<file path="config.mk">
export PLATFORM = sky130hd
export DESIGN_NAME = truth_table_sweeper_flat
export DESIGN_NICKNAME = d
export VERILOG_FILES = /design/src/rtl/truth_table_sweeper_if.sv /design/src/rtl/truth_table_sweeper.sv /design/src/flat_wrapper.sv
export SDC_FILE = /design/constraint.sdc
export NUM_CORES = 1
export LEC_CHECK = 0
export CORE_ASPECT_RATIO = 0.7
export CORE_MARGIN = 4
export CORE_UTILIZATION = 55
export DETAILED_ROUTE_END_ITERATION = 7
export PLACE_DENSITY = 0.88
export SLEW_MARGIN = 20
export SYNTH_ARGS = -nofsm -noshare
export SYNTH_HDL_FRONTEND = slang
export SYNTH_SLANG_ARGS = --single-unit
export TNS_END_PERCENT = 100
</file>
<file path="constraint.sdc">
create_clock -name clk -period 4.5 [get_ports clk]
set_clock_uncertainty 0.15 [all_clocks]
set_input_delay 1.125 -clock clk [delete_from_list [all_inputs] [get_ports clk]]
set_output_delay 1.125 -clock clk [all_outputs]
set_load 0.05 [all_outputs]
</file>
<file path="src/rtl/truth_table_sweeper_if.sv">
// Sweeper <-> lab-board/q1 bundle: start request, q1 stimulus/response, sweep results.
// master = control side (drives start and returns f), slave = sweeper.
interface truth_table_sweeper_if #(
  parameter int N_IN = 4
);
  logic                   start;
  logic                   f_in;
  logic [N_IN-1:0]        abcd;
  logic                   busy;
  logic                   done;
  logic                   pass;
  logic [N_IN:0]          err_count;
  logic [N_IN-1:0]        first_fail;
  logic [(1<<N_IN)-1:0]   fail_mask;

  modport master (
    output start, f_in,
    input  abcd, busy, done, pass, err_count, first_fail, fail_mask
  );

  modport slave (
    input  start, f_in,
    output abcd, busy, done, pass, err_count, first_fail, fail_mask
  );
endinterface

</file>
<file path="src/rtl/truth_table_sweeper.sv">
// Exhaustive truth-table checker for q1: 2^N_IN vectors, SETTLE+2 cycles each, done one cycle after the last check; start ignored while busy.
// Optional TRUTH_TABLE_SWEEPER_STOP_ON_FAIL_EN ends the sweep at the first mismatching vector.
module truth_table_sweeper #(
  parameter int                   N_IN     = 4,
  parameter int                   SETTLE   = 2,
  parameter logic [(1<<N_IN)-1:0] EXPECTED = 16'hB0BB
) (
  input  logic                  clk,
  input  logic                  rst,
  truth_table_sweeper_if.slave  bus
);
  localparam int CW = (SETTLE < 2) ? 1 : $clog2(SETTLE + 1);

  typedef enum logic [2:0] {IDLE, APPLY, WAIT, CHECK, DONE} state_t;

  state_t          state;
  logic [N_IN-1:0] idx;
  logic [CW-1:0]   cnt;
  logic            mism;
  logic            last_vec;
  logic            finish;

  assign mism     = (bus.f_in != EXPECTED[idx]);
  assign last_vec = &idx;
`ifdef TRUTH_TABLE_SWEEPER_STOP_ON_FAIL_EN
  assign finish   = last_vec || mism;
`else
  assign finish   = last_vec;
`endif

  always_ff @(posedge clk) begin
    if (rst) begin
      state          <= IDLE;
      idx            <= '0;
      cnt            <= '0;
      bus.abcd       <= '0;
      bus.busy       <= 1'b0;
      bus.done       <= 1'b0;
      bus.pass       <= 1'b0;
      bus.err_count  <= '0;
      bus.first_fail <= '0;
      bus.fail_mask  <= '0;
    end else begin
      case (state)
        IDLE: begin
          if (bus.start) begin
            bus.err_count  <= '0;
            bus.first_fail <= '0;
            bus.fail_mask  <= '0;
            bus.pass       <= 1'b0;
            bus.busy       <= 1'b1;
            idx            <= '0;
            state          <= APPLY;
          end
        end
        APPLY: begin
          bus.abcd <= idx;
          cnt      <= CW'(SETTLE);
          state    <= (SETTLE == 0) ? CHECK : WAIT;
        end
        WAIT: begin
          cnt <= cnt - CW'(1);
          if (cnt == CW'(1)) state <= CHECK;
        end
        CHECK: begin
          if (mism) begin
            bus.fail_mask[idx] <= 1'b1;
            bus.err_count      <= bus.err_count + (N_IN+1)'(1);
            if (bus.err_count == '0) bus.first_fail <= idx;
          end
          // pass/done are registered here so they are valid in the same cycle as done
          if (finish) begin
            bus.done <= 1'b1;
            bus.pass <= (bus.err_count == '0) && !mism;
            state    <= DONE;
          end else begin
            idx   <= idx + N_IN'(1);
            state <= APPLY;
          end
        end
        DONE: begin
          bus.done <= 1'b0;
          bus.busy <= 1'b0;
          state    <= IDLE;
        end
        default: state <= IDLE;
      endcase
    end
  end
endmodule

</file>
<file path="src/flat_wrapper.sv">
// flat-port wrapper written by rule: the top's interface ports become plain ports
module truth_table_sweeper_flat 
#(
  parameter int                   N_IN     = 4,
  parameter int                   SETTLE   = 2,
  parameter logic [(1<<N_IN)-1:0] EXPECTED = 16'hB0BB
)
  (clk, rst, bus_start, bus_f_in, bus_abcd, bus_busy, bus_done, bus_pass, bus_err_count, bus_first_fail, bus_fail_mask);
  truth_table_sweeper_if #(.N_IN(N_IN)) bus_i ();
  input  logic clk;
  input  logic rst;
  input wire logic [$bits(bus_i.start)-1:0] bus_start;
  input wire logic [$bits(bus_i.f_in)-1:0] bus_f_in;
  output wire logic [$bits(bus_i.abcd)-1:0] bus_abcd;
  output wire logic [$bits(bus_i.busy)-1:0] bus_busy;
  output wire logic [$bits(bus_i.done)-1:0] bus_done;
  output wire logic [$bits(bus_i.pass)-1:0] bus_pass;
  output wire logic [$bits(bus_i.err_count)-1:0] bus_err_count;
  output wire logic [$bits(bus_i.first_fail)-1:0] bus_first_fail;
  output wire logic [$bits(bus_i.fail_mask)-1:0] bus_fail_mask;
  assign bus_i.start = bus_start;
  assign bus_i.f_in = bus_f_in;
  assign bus_abcd = bus_i.abcd;
  assign bus_busy = bus_i.busy;
  assign bus_done = bus_i.done;
  assign bus_pass = bus_i.pass;
  assign bus_err_count = bus_i.err_count;
  assign bus_first_fail = bus_i.first_fail;
  assign bus_fail_mask = bus_i.fail_mask;
  truth_table_sweeper #(.N_IN(N_IN), .SETTLE(SETTLE), .EXPECTED(EXPECTED)) u_core (.clk(clk), .rst(rst), .bus(bus_i));
endmodule
</file>
==> results of run 1 <==
stage by stage:
step	setup WS, ns	instance area (µm²)	hold WS (ns)	utilization
after floorplan	2.16	1970	0.334	-
after global placement	1.23	2330	0.300	0.706
after detailed placement	1.17	2330	0.305	0.706
after CTS	1.47	2420	0.322	0.734
after global routing	1.30	2420	0.346	0.734
final	1.48	2420	0.316	0.734
synth_stat cells (2+ instances only):
library cell	n	area [µm²]
nor2_1	15	56.3
nor3_1	19	95.1
buf_2	6	30.0
o311ai_0	4	35.0
nand3_1	8	40.0
o21a_1	16	120
xnor2_1	2	17.5
clkbuf_1	6	22.5
o41ai_1	3	26.3
nor2b_1	2	12.5
and3_1	2	12.5
o21ai_0	9	45.0
nand2b_1	2	12.5
or4_1	2	15.0
a31oi_1	3	18.8
a21oi_1	7	35.0
mux2i_1	7	70.1
nand2_1	18	67.6
inv_1	10	37.5
ha_1	7	87.6
a21boi_0	2	15.0
o31ai_1	3	22.5
dfxtp_1	42	841
where the power goes:
part	switching, mW	total, mW	internal (mW)
Clock	0.129	0.252	0.123
Sequential	0.0131	0.392	0.378
Combinational	0.0494	0.0822	0.0327
state kept, by name (all words and copies together) (netlist names), named ones only:
signal                 cells
u_core.bus.busy            1
u_core.idx                 4
u_core.bus.abcd            4
u_core.state               3
u_core.bus.pass            1
u_core.bus.err_count       5
u_core.cnt                 2
u_core.bus.done            1
u_core.bus.first_fail      4
u_core.bus.fail_mask      16
final cells by class:
cell class	count	area share
clock buffer	6	0.0341
clock inverter	2	0.00517
inverter	10	0.0155
multi-input combinational	154	0.423
sequential	42	0.347
tap	47	0.0243
timing repair buffer	37	0.151
cells by family (layout without fill, tap and decap cells):
group,after synthesis,in the layout,share of synthesized area
xor+xnor,2,2,0.00891
mux,7,7,0.0356
simple gates,80,80,0.221
compound gates,58,58,0.211
buf+inv,24,55,0.0522
flops,42,42,0.427
fa+ha+maj,7,7,0.0445
per-layer routing:
layer | global-route usage | wire (µm)
met1 | 0.306 | 2200
met2 | 0.332 | 1970
met3 | 0.0575 | 324
met4 | 0.0490 | 31
met5 | 0 | 0
worst max-delay path by stage:
stage | start | endpoint | slack (ns) | cells past startpoint
after global routing | bus_f_in | u_core.bus.first_fail[1] | 1.30 | 5
after CTS | bus_f_in | u_core.bus.first_fail[3] | 1.47 | 5
final | bus_f_in | u_core.bus.first_fail[3] | 1.48 | 5
after detailed placement | bus_f_in | u_core.bus.first_fail[2] | 1.17 | 5
after global placement | bus_f_in | u_core.bus.first_fail[3] | 1.23 | 5
after floorplan | bus_f_in | u_core.bus.fail_mask[0] | 2.16 | 5
worst reg2reg max path, cell delays in order (launching register included):
cell	delay (ns)
dfxtp_1	0.71
nor2_1	0.16
a2bb2oi_2	0.81
or3_4	0.29
o21ai_0	0.09
==> flow_metrics.env, run 1 <==
export IMPL_place_hpwl_mm=3.11
export IMPL_routed_wl_mm=4.53
export IMPL_wl_per_cell_um=15.2
export IMPL_status="complete, no violations"
export IMPL_cts_htree_levels=2
export IMPL_nets=261
export IMPL_fp_row_count=17
export IMPL_multi_input_area_um2=1020
export IMPL_path_class="primary input to register"
export IMPL_end_kind="register"
export IMPL_area_growth_pct=23.1
export IMPL_r2r_start="u_core.state[1]"
export IMPL_instances_no_fill=298
export IMPL_r2r_cells=4
export IMPL_syn_nets=231
export IMPL_synthFlopType="dfxtp_1"
export IMPL_worstPathRequired_ns=4.52
export IMPL_rsz0062_at_grt="no"
export IMPL_netlist_area_um2=1970
export IMPL_ant_nets=0
export IMPL_cp_slowest_stage_delay_ns=0.78
export IMPL_gp_congestion=0.893
export IMPL_hold_viol=0
export IMPL_die_w_um=79.5
export IMPL_clk_latency_ns=0.29
export IMPL_finalCritPeriodShare=0.671
export IMPL_portBuffers=35
export IMPL_cp_top_family="compound AO/OA/AOI/OAI gates"
export IMPL_start_util=0.597
export IMPL_setup_viol=0
export IMPL_final_common_cell="dfxtp_1"
export IMPL_start_kind="primary input"
export IMPL_globalRouteOverflowTotal=0
export IMPL_cts_buffers_inserted=5
export IMPL_fillers=261
export IMPL_die_h_um=58.0
export IMPL_dp_cells=290
export IMPL_slew_violations=0
export IMPL_worstHoldEndpoint="u_core.bus.fail_mask[8]"
export IMPL_numClockSinks=42
export IMPL_drcViolationCount=0
export IMPL_mostFrequentLayoutCells="42 x dfxtp_1, 35 x clkdlybuf4s50_1, 19 x nor3_1, 18 x nand2_1, 16 x o21a_1"
export IMPL_peakVddDrop_mv=0.232
export IMPL_min_from="u_core.bus.fail_mask[8]"
export IMPL_cpMaxStageDelayCell="a2bb2oi_2"
export IMPL_dr_pass1_iters=4
export IMPL_ctsResizeCount=0
export IMPL_crit_chain="clkdlybuf4s50_1 > xnor2_1 > a2bb2oi_2 > or3_4 > o21ai_0"
export IMPL_drive_gt1_frac=0.0677
export IMPL_ios=36
export IMPL_seqCellArea_um2=841
export IMPL_grt_pass1_wl_mm=7.97
export IMPL_r2r_slack_ns=2.17
export IMPL_hold_path_depth=1
export IMPL_async_flop_share=0
export IMPL_ys_seq_elements=42
export IMPL_cp_buffers_inverters=1
export IMPL_drv_cap=0
export IMPL_cts_clk_slew_worst_paths_ns=0.08
export IMPL_die_area_um2=4610
export IMPL_n_antenna_cell=0
export IMPL_power_density_nw_per_um2=300
export IMPL_drtIter0Drc=127
export IMPL_clockBufferDepth=2
export IMPL_layout_min_cycle_time_ns=3.02
export IMPL_power_leakage_nw=0.831
export IMPL_cts_setup_buffers=0
export IMPL_cts_root_buf="clkbuf_8"
export IMPL_worstReg2RegEnd="u_core.bus.first_fail[3]"
export IMPL_grt_pass1_vias=1680
export IMPL_worstPathArrival_ns=3.04
export IMPL_yosysSeqAreaShare=0.427
export IMPL_antenna_found_initial=0
export IMPL_via_per_inst=5.80
export IMPL_synth_warnings=0
export IMPL_hold_class="register to register"
export IMPL_hold_buffers=0
export IMPL_syn_area_per_cell_um2=8.94
export IMPL_grt_start_max_net_pins=37
export IMPL_path_max_fanout=26
export IMPL_power_mw=0.726
export IMPL_num_vias=1729
export IMPL_fmax_mhz=331
export IMPL_ys_types=48
export IMPL_cts_tree="done"
export IMPL_synth_edf_count=0
export IMPL_syn_inst=220
export IMPL_setup_tns_ns=0
export IMPL_slew_limit_headroom=0.344
export IMPL_worstMarginPinSlew_ns=0.983
export IMPL_gr_usage_all_layers=0.217
export IMPL_core_um2=3300
Note: power is estimated with default switching activity, not from simulation.
==> inputs of run 2 (changes only) <==
- CORE_UTILIZATION: 55 -> 51
- PLACE_DENSITY: 0.88 -> 0.83
- clock period: 4.5 -> 2.8 ns (I/O delays scaled with it)
==> run 2 against run 1 <==
Net effect: design area rose by 1.0%; via count increased by 0.17%; global-route usage is 0.83 points lower; sequential power grew 61%; non-clock buffer count increased by 5; largest cell class unchanged.
==> flow_metrics.env, run 2 (same netlist as run 1, synthesis figures left out) <==
export IMPL_dr_pass1_iters=4
export IMPL_globalRouteOverflowTotal=0
export IMPL_antenna_found_initial=0
export IMPL_worstPathArrival_ns=1.54
export IMPL_worst_path_stages=1
export IMPL_area_growth_pct=24.4
export IMPL_fillers=336
export IMPL_layout_min_cycle_time_ns=2.39
export IMPL_cts_buffers_inserted=5
export IMPL_setup_viol=0
export IMPL_start_util=0.542
export IMPL_die_w_um=82.2
export IMPL_rsz0062_at_grt="no"
export IMPL_power_leakage_nw=0.847
export IMPL_die_h_um=60.0
export IMPL_place_hpwl_mm=3.17
export IMPL_cp_top_family="buffers and inverters"
export IMPL_drcViolationCount=0
export IMPL_worstMarginPinSlew_ns=0.712
export IMPL_numClockSinks=42
export IMPL_largest_reg_flops=16
export IMPL_crit_chain="clkdlybuf4s50_1"
export IMPL_gr_usage_all_layers=0.209
export IMPL_num_vias=1732
export IMPL_peakVddDrop_mv=0.284
export IMPL_setup_tns_ns=0
export IMPL_grt_start_max_net_pins=22
export IMPL_gp_congestion=0.857
export IMPL_path_class="register to output pin"
export IMPL_mostFrequentLayoutCells="42 x dfxtp_1, 35 x clkdlybuf4s50_1, 19 x nor3_1, 18 x nand2_1, 16 x o21a_1"
export IMPL_clockBufferDepth=2
export IMPL_cp_buffers_inverters=1
export IMPL_crit_path_end="bus_err_count[2]"
export IMPL_reg_largest_list="u_core.bus.fail_mask: 16 flops, u_core.bus.err_count: 5 flops"
export IMPL_n_antenna_cell=0
export IMPL_grt_pass1_wl_mm=7.71
export IMPL_hold_buffers=0
export IMPL_cp_slowest_stage_delay_ns=0.83
export IMPL_cts_tree="done"
export IMPL_r2r_start="u_core.state[1]"
export IMPL_drv_cap=0
export IMPL_end_kind="output pin"
export IMPL_cts_root_buf="clkbuf_8"
export IMPL_cpMaxStageDelayCell="clkdlybuf4s50_1"
export IMPL_largest_register="u_core.bus.fail_mask"
export IMPL_cts_clk_slew_worst_paths_ns=0.08
export IMPL_hold_viol=0
export IMPL_hold_class="register to register"
export IMPL_slew_violations=0
export IMPL_power_mw=1.14
export IMPL_fp_row_count=18
export IMPL_die_area_um2=4930
export IMPL_ctsResizeCount=0
export IMPL_drtIter0Drc=155
export IMPL_drive_gt1_frac=0.0784
export IMPL_path_max_fanout=5
export IMPL_worstPathRequired_ns=1.95
export IMPL_power_density_nw_per_um2=468
export IMPL_r2r_slack_ns=0.60
export IMPL_wl_per_cell_um=15.1
export IMPL_status="complete, no violations"
export IMPL_slew_limit_headroom=0.525
export IMPL_nets=266
export IMPL_worstReg2RegEnd="u_core.bus.err_count[4]"
export IMPL_routed_wl_mm=4.61
export IMPL_cts_setup_buffers=0
export IMPL_critPathLaunch="u_core.bus.err_count[2]"
export IMPL_cts_htree_levels=2
export IMPL_core_um2=3630
export IMPL_final_common_cell="dfxtp_1"
export IMPL_via_per_inst=5.68
export IMPL_portBuffers=35
export IMPL_clk_latency_ns=0.29
export IMPL_ios=36
export IMPL_grt_pass1_vias=1582
export IMPL_finalCritPeriodShare=0.855
export IMPL_ant_nets=0
export IMPL_r2r_cells=4
export IMPL_fmax_mhz=418
export IMPL_start_kind="register"
run 2: cell type report:
| type | instances | area [µm²] | share of cell area |
|---|---|---|---|
| tap | 50 | 62.6 | 0.0256 |
| clock buffer | 7 | 76.3 | 0.0312 |
| inverter | 10 | 37.5 | 0.0153 |
| timing repair buffer | 42 | 403 | 0.165 |
| sequential | 42 | 841 | 0.344 |
| multi-input combinational | 154 | 1030 | 0.419 |
run 2: through the flow:
step / setup WS, ns / utilization / hold slack, ns / instance area (µm²) / cells
2_1_floorplan: 0.844 / - / 0.334 / 1970 / 220
3_3_place_gp: 0.223 / 0.653 / 0.298 / 2370 / 298
3_5_place_dp: 0.141 / 0.653 / 0.303 / 2370 / 298
4_1_cts: 0.380 / 0.674 / 0.321 / 2440 / 305
5_1_grt: 0.361 / 0.675 / 0.346 / 2450 / 305
6_report: 0.407 / 0.675 / 0.314 / 2450 / 305
run 2: worst min path at each step:
stage                                  from                 endpoint  slack [ns]  depth (start not counted)
floorplan                     u_core.cnt[0]            u_core.cnt[0]        0.33                          2
global placement    u_core.bus.fail_mask[9]  u_core.bus.fail_mask[9]        0.30                          1
detailed placement  u_core.bus.fail_mask[0]  u_core.bus.fail_mask[0]        0.30                          1
CTS                 u_core.bus.fail_mask[1]  u_core.bus.fail_mask[1]        0.32                          1
global route        u_core.bus.fail_mask[1]  u_core.bus.fail_mask[1]        0.35                          1
finish              u_core.bus.fail_mask[6]  u_core.bus.fail_mask[6]        0.31                          1
run 2: power breakdown:
| group | total, mW | internal (mW) | switching, mW |
|---|---|---|---|
| Clock | 0.372 | 0.172 | 0.200 |
| Sequential | 0.630 | 0.608 | 0.0218 |
| Combinational | 0.142 | 0.0592 | 0.0827 |
| Total | 1.14 | 0.839 | 0.305 |
run 2: metal layers:
metal | part of all wire | global-route usage | up-vias | wire, µm
li1 | - | - | 870 | -
met3 | 0.064 | 0.0738 | 4 | 296
met4 | 0.0078 | 0.0640 | 0 | 36
met2 | 0.42 | 0.284 | 58 | 1950
met1 | 0.50 | 0.304 | 800 | 2320
met5 | 0 | 0 | - | 0
==> inputs of run 3 (changes only) <==
- CTS_CLUSTER_SIZE: default -> 10
==> results of run 3 <==
No change in the layout: final DEF, timing and power equal those of run 2.
==> patch 1, RTL diff (settings of run 2) <==
The 5 states of `state_t` get a one-hot encoding in 5 bits.
--- a/src/rtl/truth_table_sweeper.sv
+++ b/src/rtl/truth_table_sweeper.sv
@@ -11,7 +11,7 @@
 );
   localparam int CW = (SETTLE < 2) ? 1 : $clog2(SETTLE + 1);
 
-  typedef enum logic [2:0] {IDLE, APPLY, WAIT, CHECK, DONE} state_t;
+  typedef enum logic [4:0] {IDLE = 5'b00001, APPLY = 5'b00010, WAIT = 5'b00100, CHECK = 5'b01000, DONE = 5'b10000} state_t;
 
   state_t          state;
   logic [N_IN-1:0] idx;
Formal check against the unedited RTL: no difference found for any inputs over 10 cycles, from zero or initial values and one cycle with rst high; not proved beyond that.
==> patch 1 against run 2 <==
- setup slack got worse by 0.050 ns
- final area down 3.2%
- global-route usage down 2.1 points
- wire length is 10% lower
- synthesized area fell by 3.1%
- sequential cell count up 2
- via count shrank 6.8%
- total power grew 12%
- sequential share of layout area rose by 2.8 points
==> patch 1: results (changes against run 2) <==
Yosys cell types=45 (was 48); setup ws final=0.357 ns (was 0.407 ns); worst slack at placement=0.284 ns (was 0.141 ns); Comb power frac=0.164 (was 0.124); Pwr Density=543 nW/µm² (was 468 nW/µm²); sequential share of the synthesized area=0.462 (was 0.427); Largest regs=u_core.bus.fail_mask (16), u_core.bus.err_count (5), u_core.state (5) (was u_core.bus.fail_mask (16), u_core.bus.err_count (5)); crit path from=u_core.bus.err_count[0] (was u_core.bus.err_count[2]); Final GP Congestion=0.814 (was 0.857); commonest cells in the netlist=44 x dfxtp_1, 39 x nor2_1, 13 x a21oi_1, 13 x a31oi_1, 8 x inv_1 (was 42 x dfxtp_1, 19 x nor3_1, 18 x nand2_1, 16 x o21a_1, 15 x nor2_1); Min-Delay Endpoint=u_core.bus.pass (was u_core.bus.fail_mask[6]); DP Wirelength=3.03 mm (was 3.17 mm); total track usage=0.187 (was 0.209); # placed instances=290 (was 298); slowest stage cell, crit path=clkdlybuf4s50_1 (unchanged); maximum VDD drop=0.000396 V (was 0.000284 V); switch share=0.303 (was 0.266); crit path DAT=1.59 ns (was 1.54 ns); status=finished clean (unchanged); net count after synthesis=225 (was 231); largest net degree at the start of global routing=20 (was 22); vias per inst=5.42 (was 5.68); nets@finish=258 (was 266); slew margin rel.=0.598 (was 0.525); Post-Syn Area per Cell=8.90 µm² (was 8.94 µm²); later-pin clock latency in the skew report=0.30 ns; GR met1 Demand/Resource=0.289 (was 0.304); final hold slack=0.318 ns (was 0.314 ns); worst hold path cell count=2 (was 1); Worst R2R Setup Slack=0.76 ns (was 0.60 ns); reg2reg start=u_core.idx[0] (was u_core.state[1]); met3 global-route usage=0.0471 (was 0.0738); Post-Syn Area=1910 µm² (was 1970 µm²); Clk. pwr=404 µW (was 372 µW); first-pass GRT wire length=6.87 mm (was 7.71 mm); wirelength, routed=4.13 mm (was 4.61 mm); top post-synthesis cells by area=dfxtp_1 46%, nor2_1 7.7%, ha_1 4.6% (was dfxtp_1 43%, o21a_1 6.1%, nor3_1 4.8%); share of cells above drive strength 1=0.0887 (was 0.0784); Leakage=0.000870 µW (was 0.000847 µW); drt initial violations=120 (was 155); clk root buf=clkbuf_8 (unchanged); R2R cell count=6 (was 4); Vias=1615 (was 1732); HP Start=u_core.bus.pass (was u_core.bus.fail_mask[6]); post-place instance area=2280 µm² (was 2370 µm²); GR Layer Usage met2=0.255 (was 0.284); CP peak stage delay=0.85 ns (was 0.83 ns); CP endpoint=bus_err_count[0] (was bus_err_count[2]); vias in the first global route=1400 (was 1582)
-- patch 1: changes by cell type in the layout (fill, tap and decap cells not counted), sizes merged, moves of 6 or more --
cell / delta
a21oi: +6
a31oi: +11
nand2: -10
nor2: +24
nor3: -14
o21a: -15
-- patch 1: final cells by class --
cell class                 instances  area (µm²)
fill                             313        1190
clock inverter                     3        23.8
multi-input combinational        150         930
tap                               50        62.6
sequential                        44         881
clock buffer                       5        68.8
timing repair buffer              38         373
inverter                           8        30.0
-- patch 1: layer usage --
metal | part of all wire | vias to the layer above | wire length, µm
met5 | 0 | - | 0
met4 | 0.0070 | 0 | 29
met3 | 0.073 | 4 | 301
li1 | - | 813 | -
met2 | 0.41 | 63 | 1670
met1 | 0.51 | 735 | 2120
-- patch 1: cells by family after synthesis --
kind of cell	count (synthesis)	synth area share
muxes	3	0.0164
AOI/OAI and AO/OA	45	0.146
DFF	44	0.462
and+or+nand+nor	89	0.251
buffers and inverters	20	0.0499
xor gates and xnor gates	6	0.0276
adders and majority gates	7	0.0460
==> patch 2, RTL diff (flow settings as in run 2) <==
Without the edit above. `EXPECTED` is set to 16'hB0BB in 2 places; all go to 16'h585D.
--- a/src/rtl/truth_table_sweeper.sv
+++ b/src/rtl/truth_table_sweeper.sv
@@ -3,7 +3,7 @@
 module truth_table_sweeper #(
   parameter int                   N_IN     = 4,
   parameter int                   SETTLE   = 2,
-  parameter logic [(1<<N_IN)-1:0] EXPECTED = 16'hB0BB
+  parameter logic [(1<<N_IN)-1:0] EXPECTED = 16'h585D
 ) (
   input  logic                  clk,
   input  logic                  rst,
--- a/src/flat_wrapper.sv
+++ b/src/flat_wrapper.sv
@@ -3,7 +3,7 @@
 #(
   parameter int                   N_IN     = 4,
   parameter int                   SETTLE   = 2,
-  parameter logic [(1<<N_IN)-1:0] EXPECTED = 16'hB0BB
+  parameter logic [(1<<N_IN)-1:0] EXPECTED = 16'h585D
 )
   (clk, rst, bus_start, bus_f_in, bus_abcd, bus_busy, bus_done, bus_pass, bus_err_count, bus_first_fail, bus_fail_mask);
   truth_table_sweeper_if #(.N_IN(N_IN)) bus_i ();
Check against the original RTL: not equivalent (a bounded check fails within 10 cycles, from zero or initial values and one cycle with rst high).
==> patch 2 against run 2 <==
- sequential share of layout area unchanged
- register-to-register slack got worse by 0.06 ns
- final area unchanged
- sequential cell count unchanged
- synthesized area grew 0.13%
- wire length decreased by 0.85%
- total power rose by 0.74%
- setup slack worse by 0.024 ns
- highest routed layer unchanged
==> patch 2: results (changes against run 2) <==
filler cell count=297 (was 336); CP peak stage delay=0.84 ns; Leakage=0.000869 µW (was 0.000847 µW); Ys Warns=0 (unchanged); worst slew pin tran=0.530 ns (was 0.712 ns); Worst R2R Setup Slack=0.54 ns (was 0.60 ns); top post-synthesis cells by area=dfxtp_1 43%, o21a_1 7.2%, nor3_1 4.6% (was dfxtp_1 43%, o21a_1 6.1%, nor3_1 4.8%); crit path DAT=1.57 ns (was 1.54 ns); CTS max path bufs=2 (unchanged); Vias=1749 (was 1732); first-pass GRT wire length=7.60 mm (was 7.71 mm); sequential share of the synthesized area=0.427 (about the same); detailed-route wire length per cell=15.0 µm (was 15.1 µm); total track usage=0.206 (was 0.209); status=finished clean (unchanged); wirelength, routed=4.57 mm (was 4.61 mm); DP Wirelength=3.33 mm (was 3.17 mm); commonest cells in the netlist=42 x dfxtp_1, 20 x nand2_1, 19 x o21a_1, 18 x nor3_1, 13 x nor2_1 (was 42 x dfxtp_1, 19 x nor3_1, 18 x nand2_1, 16 x o21a_1, 15 x nor2_1); post-place instance area=2370 µm² (about the same); largest net degree at the start of global routing=45 (was 22); final hold slack=0.315 ns (was 0.314 ns); share of cells above drive strength 1=0.0906 (was 0.0784); Final GP Congestion=0.878 (was 0.857); worst slack at placement=0.0925 ns (was 0.141 ns); nets@finish=265 (was 266); setup bufs post-CTS=0 (unchanged); Yosys cell types=47 (was 48); # placed instances=297 (was 298); drt initial violations=183 (was 155); vias in the first global route=1599 (was 1582); Hold Path Class=reg2reg (unchanged); Crit Path Max Fanout=6 (was 5); maximum VDD drop=0.000278 V (was 0.000284 V); Tmin final=2.42 ns (was 2.39 ns)
## patch 2: cell types whose count changed after synthesis, sizes merged, moves of 2 or more
cell           run 2  this run
a21boi             2         0
nand2             18        20
o211a              0         2
clkbuf             7         9
nand4b             0         2
a21oi              7        10
o21ai             10         3
nor2              15        13
o21a              16        19
nand2b             2         0
## patch 2: per-stage QoR
stage	util	power, µW
after floorplan	-	747
after global placement	0.654	792
after detailed placement	0.654	799
after CTS	0.675	1150
after global routing	0.675	1200
final	0.675	1150
## patch 2: final timing paths
check | start | to | depth (start not counted)
worst min-delay path | u_core.bus.done | u_core.bus.done | 2
worst min register to register | u_core.bus.done | u_core.bus.done | 2
worst max-delay path | u_core.bus.err_count[0] | bus_err_count[0] | 1
worst max register to register | u_core.idx[0] | flop | 5
## patch 2: layout make-up
| cell class | count | area share |
|---|---|---|
| multi-input cells | 152 | 0.415 |
| well taps | 50 | 0.0256 |
| clock buffers | 7 | 0.0312 |
| flip-flops and latches | 42 | 0.344 |
| repair buffers | 44 | 0.171 |
| inverters | 9 | 0.0138 |
## patch 2: logic make-up after synthesis
family,synth area share
buffers and inverters,0.0610
flip-flops,0.427
AND/OR/NAND/NOR,0.228
adder cells (fa/ha/maj),0.0445
AO/OA/AOI/OAI,0.194
multiplexers,0.0362
XOR/XNOR,0.00890
## patch 2: metal layers
metal	track usage	share of wire	vias up
met4	0.0616	0.015	0
li1	-	-	859
met3	0.0633	0.070	8
met1	0.295	0.50	827
met2	0.293	0.42	55
met5	0	0	-
## patch 2: power breakdown
group	internal (µW)	total (µW)	switching (µW)	leakage, µW
Combinational	62.5	156	93.9	0.000491
Sequential	610	629	18.9	0.000340
Clock	172	367	195	0.0000383
